===== config.mk =====
export PLATFORM = sky130hd
export DESIGN_NAME = mdio_master_ctrl_flat
export DESIGN_NICKNAME = d
export VERILOG_FILES = /design/src/rtl/mdio_master_if.sv /design/src/rtl/mdio_master_ctrl.sv /design/src/flat_wrapper.sv
export SDC_FILE = /design/constraint.sdc
export NUM_CORES = 1
export LEC_CHECK = 0
export ABC_AREA = 1
export BUFFER_PORTS_ARGS = -buffer_cell sky130_fd_sc_hd__buf_2
export CAP_MARGIN = 10
export CORE_UTILIZATION = 40
export CTS_BUF_LIST = sky130_fd_sc_hd__clkbuf_16
export CTS_CLUSTER_SIZE = 10
export DETAILED_ROUTE_END_ITERATION = 8
export HOLD_SLACK_MARGIN = 0.03
export SLEW_MARGIN = 15
export SYNTH_ARGS = -nofsm -noshare
export SYNTH_HDL_FRONTEND = slang
export SYNTH_SLANG_ARGS = --single-unit

===== constraint.sdc =====
create_clock -name clk -period 1.76 [get_ports clk]
set_clock_uncertainty 0.15 [all_clocks]
set_input_delay 0.176 -clock clk [delete_from_list [all_inputs] [get_ports clk]]
set_output_delay 0.176 -clock clk [all_outputs]
set_load 0.005 [all_outputs]

===== src/rtl/mdio_master_if.sv =====
// MDIO master request/response bus.
//
// Carries one PHY register transaction per valid/ready handshake from the
// configuration sequencer to the MDIO master, and the single-cycle response
// back. The MDIO pad signals are not part of this bus.
//
//   req_valid/req_ready  handshake; accept = req_valid & req_ready
//   req_c45              1: Clause 45 frame, 0: Clause 22 frame
//   req_op               OP field, sent verbatim
//   req_phyad            PHY / port address
//   req_regad            register address (C22) or DEVAD (C45)
//   req_wdata            write data, or register address for a C45 addr frame
//   rsp_valid            1-cycle pulse at transaction end
//   rsp_rdata            read data, held until the next rsp_valid
//   rsp_ta_err           read turnaround error, valid with rsp_valid
//   busy                 transaction in progress
//
// modport master: the requesting side (sequencer)
// modport slave : the MDIO master controller
interface mdio_master_if;
    logic        req_valid;
    logic        req_ready;
    logic        req_c45;
    logic [1:0]  req_op;
    logic [4:0]  req_phyad;
    logic [4:0]  req_regad;
    logic [15:0] req_wdata;
    logic        rsp_valid;
    logic [15:0] rsp_rdata;
    logic        rsp_ta_err;
    logic        busy;

    modport master (
        output req_valid, req_c45, req_op, req_phyad, req_regad, req_wdata,
        input  req_ready, rsp_valid, rsp_rdata, rsp_ta_err, busy
    );

    modport slave (
        input  req_valid, req_c45, req_op, req_phyad, req_regad, req_wdata,
        output req_ready, rsp_valid, rsp_rdata, rsp_ta_err, busy
    );
endinterface


===== src/rtl/mdio_master_ctrl.sv =====
// MDIO station-management master (Clause 22 / optional Clause 45).
//
// Runs on the system clock and derives MDC internally. One transaction is
// accepted per handshake on the request bus; the frame is preamble (PRE_LEN
// ones), then 32 bits {ST,OP,PHYAD,REGAD,TA,DATA} MSB first, then one idle
// slot with the pad released. A response pulse ends every transaction.
//
// Ports
//   clk      system clock
//   rst_n    asynchronous active-low reset
//   bus      mdio_master_if.slave request/response bus
//   mdc      management clock to the pad, low when idle
//   mdio_o   MDIO output value to the pad
//   mdio_oe  MDIO output enable (1 = drive)
//   mdio_i   MDIO input from the pad (pulled up)
//
// Parameters
//   CLK_DIV      system clocks per MDC half-period (>= 2)
//   PRE_LEN      preamble length in bits, 0..32
//   SUPPORT_C45  0 forces every frame to Clause 22 (ST=01)
module mdio_master_ctrl #(
    parameter int CLK_DIV     = 10,
    parameter int PRE_LEN     = 32,
    parameter bit SUPPORT_C45 = 1'b1
) (
    input  logic         clk,
    input  logic         rst_n,
    mdio_master_if.slave bus,
    output logic         mdc,
    output logic         mdio_o,
    output logic         mdio_oe,
    input  logic         mdio_i
);
    localparam int             HW       = $clog2(CLK_DIV);
    localparam logic [HW-1:0]  HC_LAST  = HW'(CLK_DIV - 1);
    localparam logic [5:0]     PRE_LAST = (PRE_LEN > 0) ? 6'(PRE_LEN - 1) : 6'd0;

    typedef enum logic [1:0] {IDLE, PRE, FRAME, DONE} state_t;

    state_t        state;
    logic [HW-1:0] hcnt;
    logic [5:0]    bitcnt;
    logic [31:0]   sreg;
    logic [15:0]   rd_sh;
    logic          is_rd;
    logic          ta_err;
    logic [1:0]    st_field;
    logic [31:0]   frame_word;

    always_comb begin
        st_field   = (SUPPORT_C45 && bus.req_c45) ? 2'b00 : 2'b01;
        frame_word = {st_field, bus.req_op, bus.req_phyad, bus.req_regad, 2'b10, bus.req_wdata};
    end

    always_ff @(posedge clk or negedge rst_n) begin
        if (!rst_n) begin
            state          <= IDLE;
            hcnt           <= '0;
            bitcnt         <= '0;
            sreg           <= '0;
            rd_sh          <= '0;
            is_rd          <= 1'b0;
            ta_err         <= 1'b0;
            mdc            <= 1'b0;
            mdio_o         <= 1'b1;
            mdio_oe        <= 1'b0;
            bus.req_ready  <= 1'b1;
            bus.busy       <= 1'b0;
            bus.rsp_valid  <= 1'b0;
            bus.rsp_rdata  <= '0;
            bus.rsp_ta_err <= 1'b0;
        end else begin
            case (state)
                IDLE: begin
                    mdc     <= 1'b0;
                    mdio_o  <= 1'b1;
                    mdio_oe <= 1'b0;
                    hcnt    <= '0;
                    bitcnt  <= '0;
                    if (bus.rsp_valid) begin
                        // Response cycle: ready reopens only one cycle later.
                        bus.rsp_valid <= 1'b0;
                        bus.busy      <= 1'b0;
                        bus.req_ready <= 1'b1;
                    end else if (bus.req_valid && bus.req_ready) begin
                        bus.req_ready <= 1'b0;
                        bus.busy      <= 1'b1;
                        is_rd         <= bus.req_op[1];
                        ta_err        <= 1'b0;
                        sreg          <= frame_word;
                        mdio_oe       <= 1'b1;
                        if (PRE_LEN == 0) begin
                            state  <= FRAME;
                            mdio_o <= frame_word[31];
                        end else begin
                            state  <= PRE;
                            mdio_o <= 1'b1;
                        end
                    end
                end
                default: begin
                    if (hcnt != HC_LAST) begin
                        hcnt <= hcnt + 1'b1;
                    end else begin
                        hcnt <= '0;
                        mdc  <= ~mdc;
                        // End of the high half: slot boundary, MDC falls next.
                        if (mdc) begin
                            case (state)
                                PRE: begin
                                    if (bitcnt == PRE_LAST) begin
                                        state   <= FRAME;
                                        bitcnt  <= '0;
                                        mdio_o  <= sreg[31];
                                        mdio_oe <= 1'b1;
                                    end else begin
                                        bitcnt <= bitcnt + 1'b1;
                                    end
                                end
                                FRAME: begin
                                    // Slot 15 is the second TA bit, 16..31 carry data.
                                    if (is_rd && bitcnt == 6'd15)
                                        ta_err <= mdio_i;
                                    if (is_rd && bitcnt >= 6'd16)
                                        rd_sh <= {rd_sh[14:0], mdio_i};
                                    if (bitcnt == 6'd31) begin
                                        state   <= DONE;
                                        mdio_o  <= 1'b1;
                                        mdio_oe <= 1'b0;
                                    end else begin
                                        bitcnt  <= bitcnt + 1'b1;
                                        sreg    <= {sreg[30:0], 1'b0};
                                        mdio_o  <= sreg[30];
                                        // Reads release the pad from the first TA slot (14).
                                        mdio_oe <= !(is_rd && bitcnt >= 6'd13);
                                    end
                                end
                                default: begin
                                    state          <= IDLE;
                                    bus.rsp_valid  <= 1'b1;
                                    bus.rsp_rdata  <= is_rd ? rd_sh : 16'h0000;
                                    bus.rsp_ta_err <= is_rd & ta_err;
                                end
                            endcase
                        end
                    end
                end
            endcase
        end
    end
endmodule


===== src/flat_wrapper.sv =====
// flat-port wrapper written by rule: the top's interface ports become plain ports
module mdio_master_ctrl_flat 
#(
    parameter int CLK_DIV     = 10,
    parameter int PRE_LEN     = 32,
    parameter bit SUPPORT_C45 = 1'b1
)
  (clk, rst_n, mdc, mdio_o, mdio_oe, mdio_i, bus_req_valid, bus_req_c45, bus_req_op, bus_req_phyad, bus_req_regad, bus_req_wdata, bus_req_ready, bus_rsp_valid, bus_rsp_rdata, bus_rsp_ta_err, bus_busy);
  mdio_master_if bus_i ();
  input  logic clk;
  input  logic rst_n;
  output logic mdc;
  output logic mdio_o;
  output logic mdio_oe;
  input  logic mdio_i;
  input wire logic [$bits(bus_i.req_valid)-1:0] bus_req_valid;
  input wire logic [$bits(bus_i.req_c45)-1:0] bus_req_c45;
  input wire logic [$bits(bus_i.req_op)-1:0] bus_req_op;
  input wire logic [$bits(bus_i.req_phyad)-1:0] bus_req_phyad;
  input wire logic [$bits(bus_i.req_regad)-1:0] bus_req_regad;
  input wire logic [$bits(bus_i.req_wdata)-1:0] bus_req_wdata;
  output wire logic [$bits(bus_i.req_ready)-1:0] bus_req_ready;
  output wire logic [$bits(bus_i.rsp_valid)-1:0] bus_rsp_valid;
  output wire logic [$bits(bus_i.rsp_rdata)-1:0] bus_rsp_rdata;
  output wire logic [$bits(bus_i.rsp_ta_err)-1:0] bus_rsp_ta_err;
  output wire logic [$bits(bus_i.busy)-1:0] bus_busy;
  assign bus_i.req_valid = bus_req_valid;
  assign bus_i.req_c45 = bus_req_c45;
  assign bus_i.req_op = bus_req_op;
  assign bus_i.req_phyad = bus_req_phyad;
  assign bus_i.req_regad = bus_req_regad;
  assign bus_i.req_wdata = bus_req_wdata;
  assign bus_req_ready = bus_i.req_ready;
  assign bus_rsp_valid = bus_i.rsp_valid;
  assign bus_rsp_rdata = bus_i.rsp_rdata;
  assign bus_rsp_ta_err = bus_i.rsp_ta_err;
  assign bus_busy = bus_i.busy;
  mdio_master_ctrl #(.CLK_DIV(CLK_DIV), .PRE_LEN(PRE_LEN), .SUPPORT_C45(SUPPORT_C45)) u_core (.clk(clk), .rst_n(rst_n), .bus(bus_i), .mdc(mdc), .mdio_o(mdio_o), .mdio_oe(mdio_oe), .mdio_i(mdio_i));
endmodule

Word-level counts from Yosys, hierarchy flattened. Cells that the tools add are included.

Flip-flop bits (word level): 85. Input bits: 33. Output and inout bits: 23. Word-level logic and storage cells: 115.

Add/sub/neg operators: 2. Magnitude comparators: 2. Equality and inequality tests: 13. Multiplexer cells: 55. Bitwise logic cells: 6. Reductions and logical operators: 22.

Operators with widths (number): $mux 32 (7); $mux 6 (5); $mux 1 (29); $reduce_and 6->1 (3); $mux 16 (1); $mux 2 (7); $pmux 6 s2 (1); $reduce_and 4->1 (3); $mux 4 (2); $reduce_bool 2->1 (4); $add 6x1->6 const B (1); $eq 6x4->1 const B (1); $eq 6x5->1 const B (1); $ge 6x4->1 const B (1); $ge 6x5->1 const B (1); $ne 2x2->1 const B (3); $reduce_and 3->1 (2); $not 1->1 (5); $reduce_and 5->1 (1); $add 4x1->4 const B (1); $logic_and 1x1->1 (4); $ne 2x1->1 const B (2); $ne 4x4->1 const B (1); $pmux 1 s2 (2); 12 further kinds (12).

Depth between registers and ports, before layout.
Word-level depth: 8. Gate-level depth with buffers: 11. Depth with buffers taken out: 11.

Least setup slack after synthesis. OpenSTA, ideal clock, no wires.

Kind: flip-flop to flip-flop. From: register u_core.state[0]. To: register u_core.sreg[30]. Setup time: 117 ps. Arrival time: 1454 ps. Data required time: 1493 ps. Slack: 39 ps. Stages on the path, launching flop included: 10. Buffers on the path: 1. Clock period less this slack: 1721 ps. Cell sequence: dfrtp_1 -> inv_1 -> ha_1 -> inv_2 -> nand2_1 -> o21ai_4 -> nand3_4 -> buf_6 -> nand2_1 -> nand2_1.

Cells in the longest elaborated chain, start to end: 3. Elaborated cells on any way between the ends: 10.

RTL lines: from (decl) (line mdio_master_ctrl.sv:40) `state_t state;`; from (signal assigned) (line mdio_master_ctrl.sv:57) `state <= IDLE;`; from (signal assigned) (line mdio_master_ctrl.sv:93) `state <= FRAME;`; from (signal assigned) (line mdio_master_ctrl.sv:96) `state <= PRE;`; $logic_not 2->1 / $eq 2x2->1 (equally long branches) (line mdio_master_ctrl.sv:73, mdio_master_ctrl.sv:109); $ne 2x2->1 (no source line), or another cell as far along; $reduce_and 6->1 (no source line); to (signal assigned) (line mdio_master_ctrl.sv:90) `sreg <= frame_word;`; to (signal assigned) (line mdio_master_ctrl.sv:132) `sreg <= {sreg[30:0], 1'b0};`; to (decl) (line mdio_master_ctrl.sv:43) `logic [31:0] sreg;`.

Several ways; a longest one is shown, not always the timed one. A chain may end at the register's enable or synchronous reset.

Worst setup path after layout.
From: register u_core.state[0]. To: register u_core.sreg[21].

The elaborated chain is that of the path after synthesis.

==> summary.md <==
| Metric | Value |
|---|---|
| Routed Wire Length | `9390 µm` |
| Max-Cap Viols | `0` |
| RSZ-0062 raised after global routing | `yes` |
| Period minus WS final | `1.69 ns` |
| Routed Antenna Nets | `0` |
| Share of the synthesized area in the top cell type | `48.9%` |
| Initial antenna violation count | `0` |
| Critical-path cell list | `inv_2, ha_4, inv_6, nand2_4, inv_2, nor2_4, nand3_4, buf_12, nand2_1, nand2_1` |
| Max clock buf depth | `2` |
| Drt pass-1 iters | `4` |
| Worst hold-check path type | `in -> reg` |
| Total congestion overflow | `0` |
| Global-route wire length before repair | `16300 µm` |
| Core box area | `0.0103 mm²` |
| Nets | `660` |
| CP Data Arrival Time | `1.77 ns` |
| CTS Buf Count | `9` |
| Status | `complete, no violations` |
| Max incr delay on CP | `0.39 ns` |
| Power Dens Cells | `between 1000 and 1500 mW/mm²` |
| Vias per Instance | `4.92` |
| WL per Instance | `12.4 µm` |
| Power, Total | `about 5.6 mW` |
| Area Overhead vs Synth | `25.4%` |
| Starting density of the core | `between 40 and 50%` |
| Clk_lat worst skew | `0.33 ns` |
| Register area | `0.00213 mm²` |
| Vias after detailed routing | `3732` |
| Largest net degree at the start of global routing | `43` |
| Slew @ Worst Pin | `0.375 ns` |
| Post-Syn Instances | `540` |
| Mean Syn Cell Area | `approximately 8 µm²` |
| Final setup fails | `0` |
| Die height | `between 100 and 150 µm` |
| Number of fill cells in the layout | `991` |
| Layout cells sized above 1 | `22.0%` |
| Register area share after synthesis | `50.1%` |
| FF+latch count, synth | `85` |
| Slew Viols, Final | `0` |
| Top-level I/O count | `56` |
| Place WS | `-0.0764 ns` |
| WP data required | `1.83 ns` |
| Final GP Congestion | `0.896` |
| Relative slew margins | `74.7%` |
| Top delay family on crit path | `simple AND/OR/NAND/NOR gates` |
| Synth area leaders | `dfrtp_1, nand2_1, nand4_1` |
| Number of global-route vias before repair | `3562` |
| Syn Nets | `roughly 580` |
| Cell Area, Synth | `0.00425 mm²` |
| F_max | `0.590 GHz` |
| DP HPWL | `6340 µm` |
| Slowest CP cell | `dfrtp_1` |
| DRT iter0 DRCs | `158` |
| Input/output buffers | `55` |
| Total track usage | `18.3%` |
| Yosys top cell by area | `dfrtp_1` |
| CP max FO | `32` |
| DIE WIDTH | `105 µm` |
| Worst Setup End Kind | `flop` |
| CTS tree | `done` |
| Root buffer cell | `clkbuf_16` |
| Ant diodes | `0` |
| CP Buf/Inv Count | `4` |
| Count of cell types in the netlist | `28` |
| YS warnings | `0` |
| Final WS setup | `0.0662 ns` |
| Static Leak | `2.92 nW` |
| Crit Path Class | `reg -> reg` |
| Sink Count | `85` |
| Die footprint | `0.0110 mm²` |
| Clock Pin Slew Worst Setup and Hold Paths | `approximately 0.07 ns` |
| Multi-input combinational cell area | `0.00190 mm²` |
| H-tree Lvls | `3` |
| Startpoint Class | `flop` |
| Period utilisation layout | `between 90% and 100%` |
| Fin. Hold Viols | `0` |
| VDD IR max | `0.000518 V` |
| Row cnt | `37` |
| DRC | `0` |
## kinds of logic after synthesis
family	synth area share [%]
buffers and inverters	6.77
adder cells (fa/ha/maj)	2.94
AND/OR/NAND/NOR	35.5
XOR/XNOR	0.618
flip-flops	50.1
AO/OA/AOI/OAI	4.06
## worst min-delay path, cell delays in order
cell and delay (ns):
buf_2 0.09, nand2_1 0.05, nand2_1 0.05, nand4_1 0.07
nand2_1 0.05
## synth_stat cells, drive strengths merged
cell    instances
nand2         243
dfrtp          83
inv            37
nand3          35
nand4          34
nor2           31
buf            24
o21ai          21
a21oi          10
ha             10
clkbuf          3
dfstp           2
or2             2
xor2            2
nor3            1
o22ai           1
xnor2           1
## layout by cell type (no fill, tap or decap), drive strengths merged
cell type / instances
dlygate4sd3: 6
nand4: 34
nor2: 31
o21ai: 21
clkinv: 3
o22ai: 1
nand3: 35
xor2: 2
inv: 41
xnor2: 1
nand2: 243
clkbuf: 9
buf: 87
ha: 10
or2: 2
dfstp: 2
dfrtp: 83
a21oi: 10
nor3: 1
## metrics by stage
step | setup TNS [ns] | hold slack, ns | cell area [µm²] | std cells | util, %
detailed placement | -2.02 | -0.0368 | 4880 | 735 | 47.3
CTS | 0 | 0.0354 | 5270 | 757 | 51.1
global placement | -0.0434 | -0.0341 | 4880 | 735 | 47.3
finish | 0 | 0.0439 | 5330 | 758 | 51.6
floorplan | 0 | -0.270 | 4250 | 540 | -
global route | -0.560 | 0.0583 | 5330 | 758 | 51.6
## state kept, by name, indices dropped and copies added (netlist names)
signal,cells
u_core.bitcnt,6
u_core.bus.busy,1
u_core.bus.req_ready,1
u_core.bus.rsp_rdata,16
u_core.bus.rsp_ta_err,1
u_core.bus.rsp_valid,1
u_core.hcnt,4
u_core.is_rd,1
u_core.mdc,1
u_core.mdio_o,1
u_core.mdio_oe,1
u_core.rd_sh,16
u_core.sreg,32
u_core.state,2
u_core.ta_err,1
## area by class of cell
class | count | area share, %
sequential | 85 | 40.0
multi-input combinational | 391 | 35.7
timing repair buffer | 93 | 12.7
clock buffer | 9 | 4.23
tap | 136 | 3.19
inverter | 37 | 2.75
clock inverter | 7 | 1.43
## final timing paths
check	startpoint	end	slack (ns)	depth (start not counted)
max in group asynchronous	rst_n	u_core.bus.rsp_ta_err$_DFFE_PN0P_	0.72	3
min reg2reg	u_core.sreg[16]$_DFFE_PN0P_	u_core.sreg[16]$_DFFE_PN0P_	0.32	2
max	u_core.state[0]$_DFFE_PN0P_	u_core.sreg[21]$_DFFE_PN0P_	0.07	10
max reg2reg	u_core.state[0]$_DFFE_PN0P_	u_core.sreg[21]$_DFFE_PN0P_	0.07	10
min in group asynchronous	rst_n	u_core.hcnt[1]$_DFF_PN0_	0.16	2
min	bus_req_wdata[14]	u_core.sreg[14]$_DFFE_PN0P_	0.04	5
## per-layer routing
layer  track usage (%)  wire, µm  vias to the layer above
li1                  -         -                     1873
met1              23.5      4390                     1769
met2              31.3      4600                       83
met3              2.68       316                        7
met4              6.34        89                        0
met5                 0         0                        -
## where the power goes
| part | leakage, nW | internal, mW | switching (mW) |
|---|---|---|---|
| logic | 1.64 | 0.595 | 0.847 |
| registers | 1.13 | 2.17 | 0.134 |
| clock network | 0.149 | 1.01 | 0.880 |
| total | 2.92 | 3.77 | 1.86 |
## repair_timing
| item | 4_1_cts | 5_1_grt |
|---|---|---|
| buffers inserted | 0 | 1 |
| pin swaps | 1 | 3 |
| setup endpoints to repair | 54 | 58 |
| hold buffers | 6 | 0 |
| cloned | 0 | 0 |
| gates resized for setup | 7 | 16 |
| hold endpoints to repair | 90 | 0 |
Power figures use the tool's default switching activity.
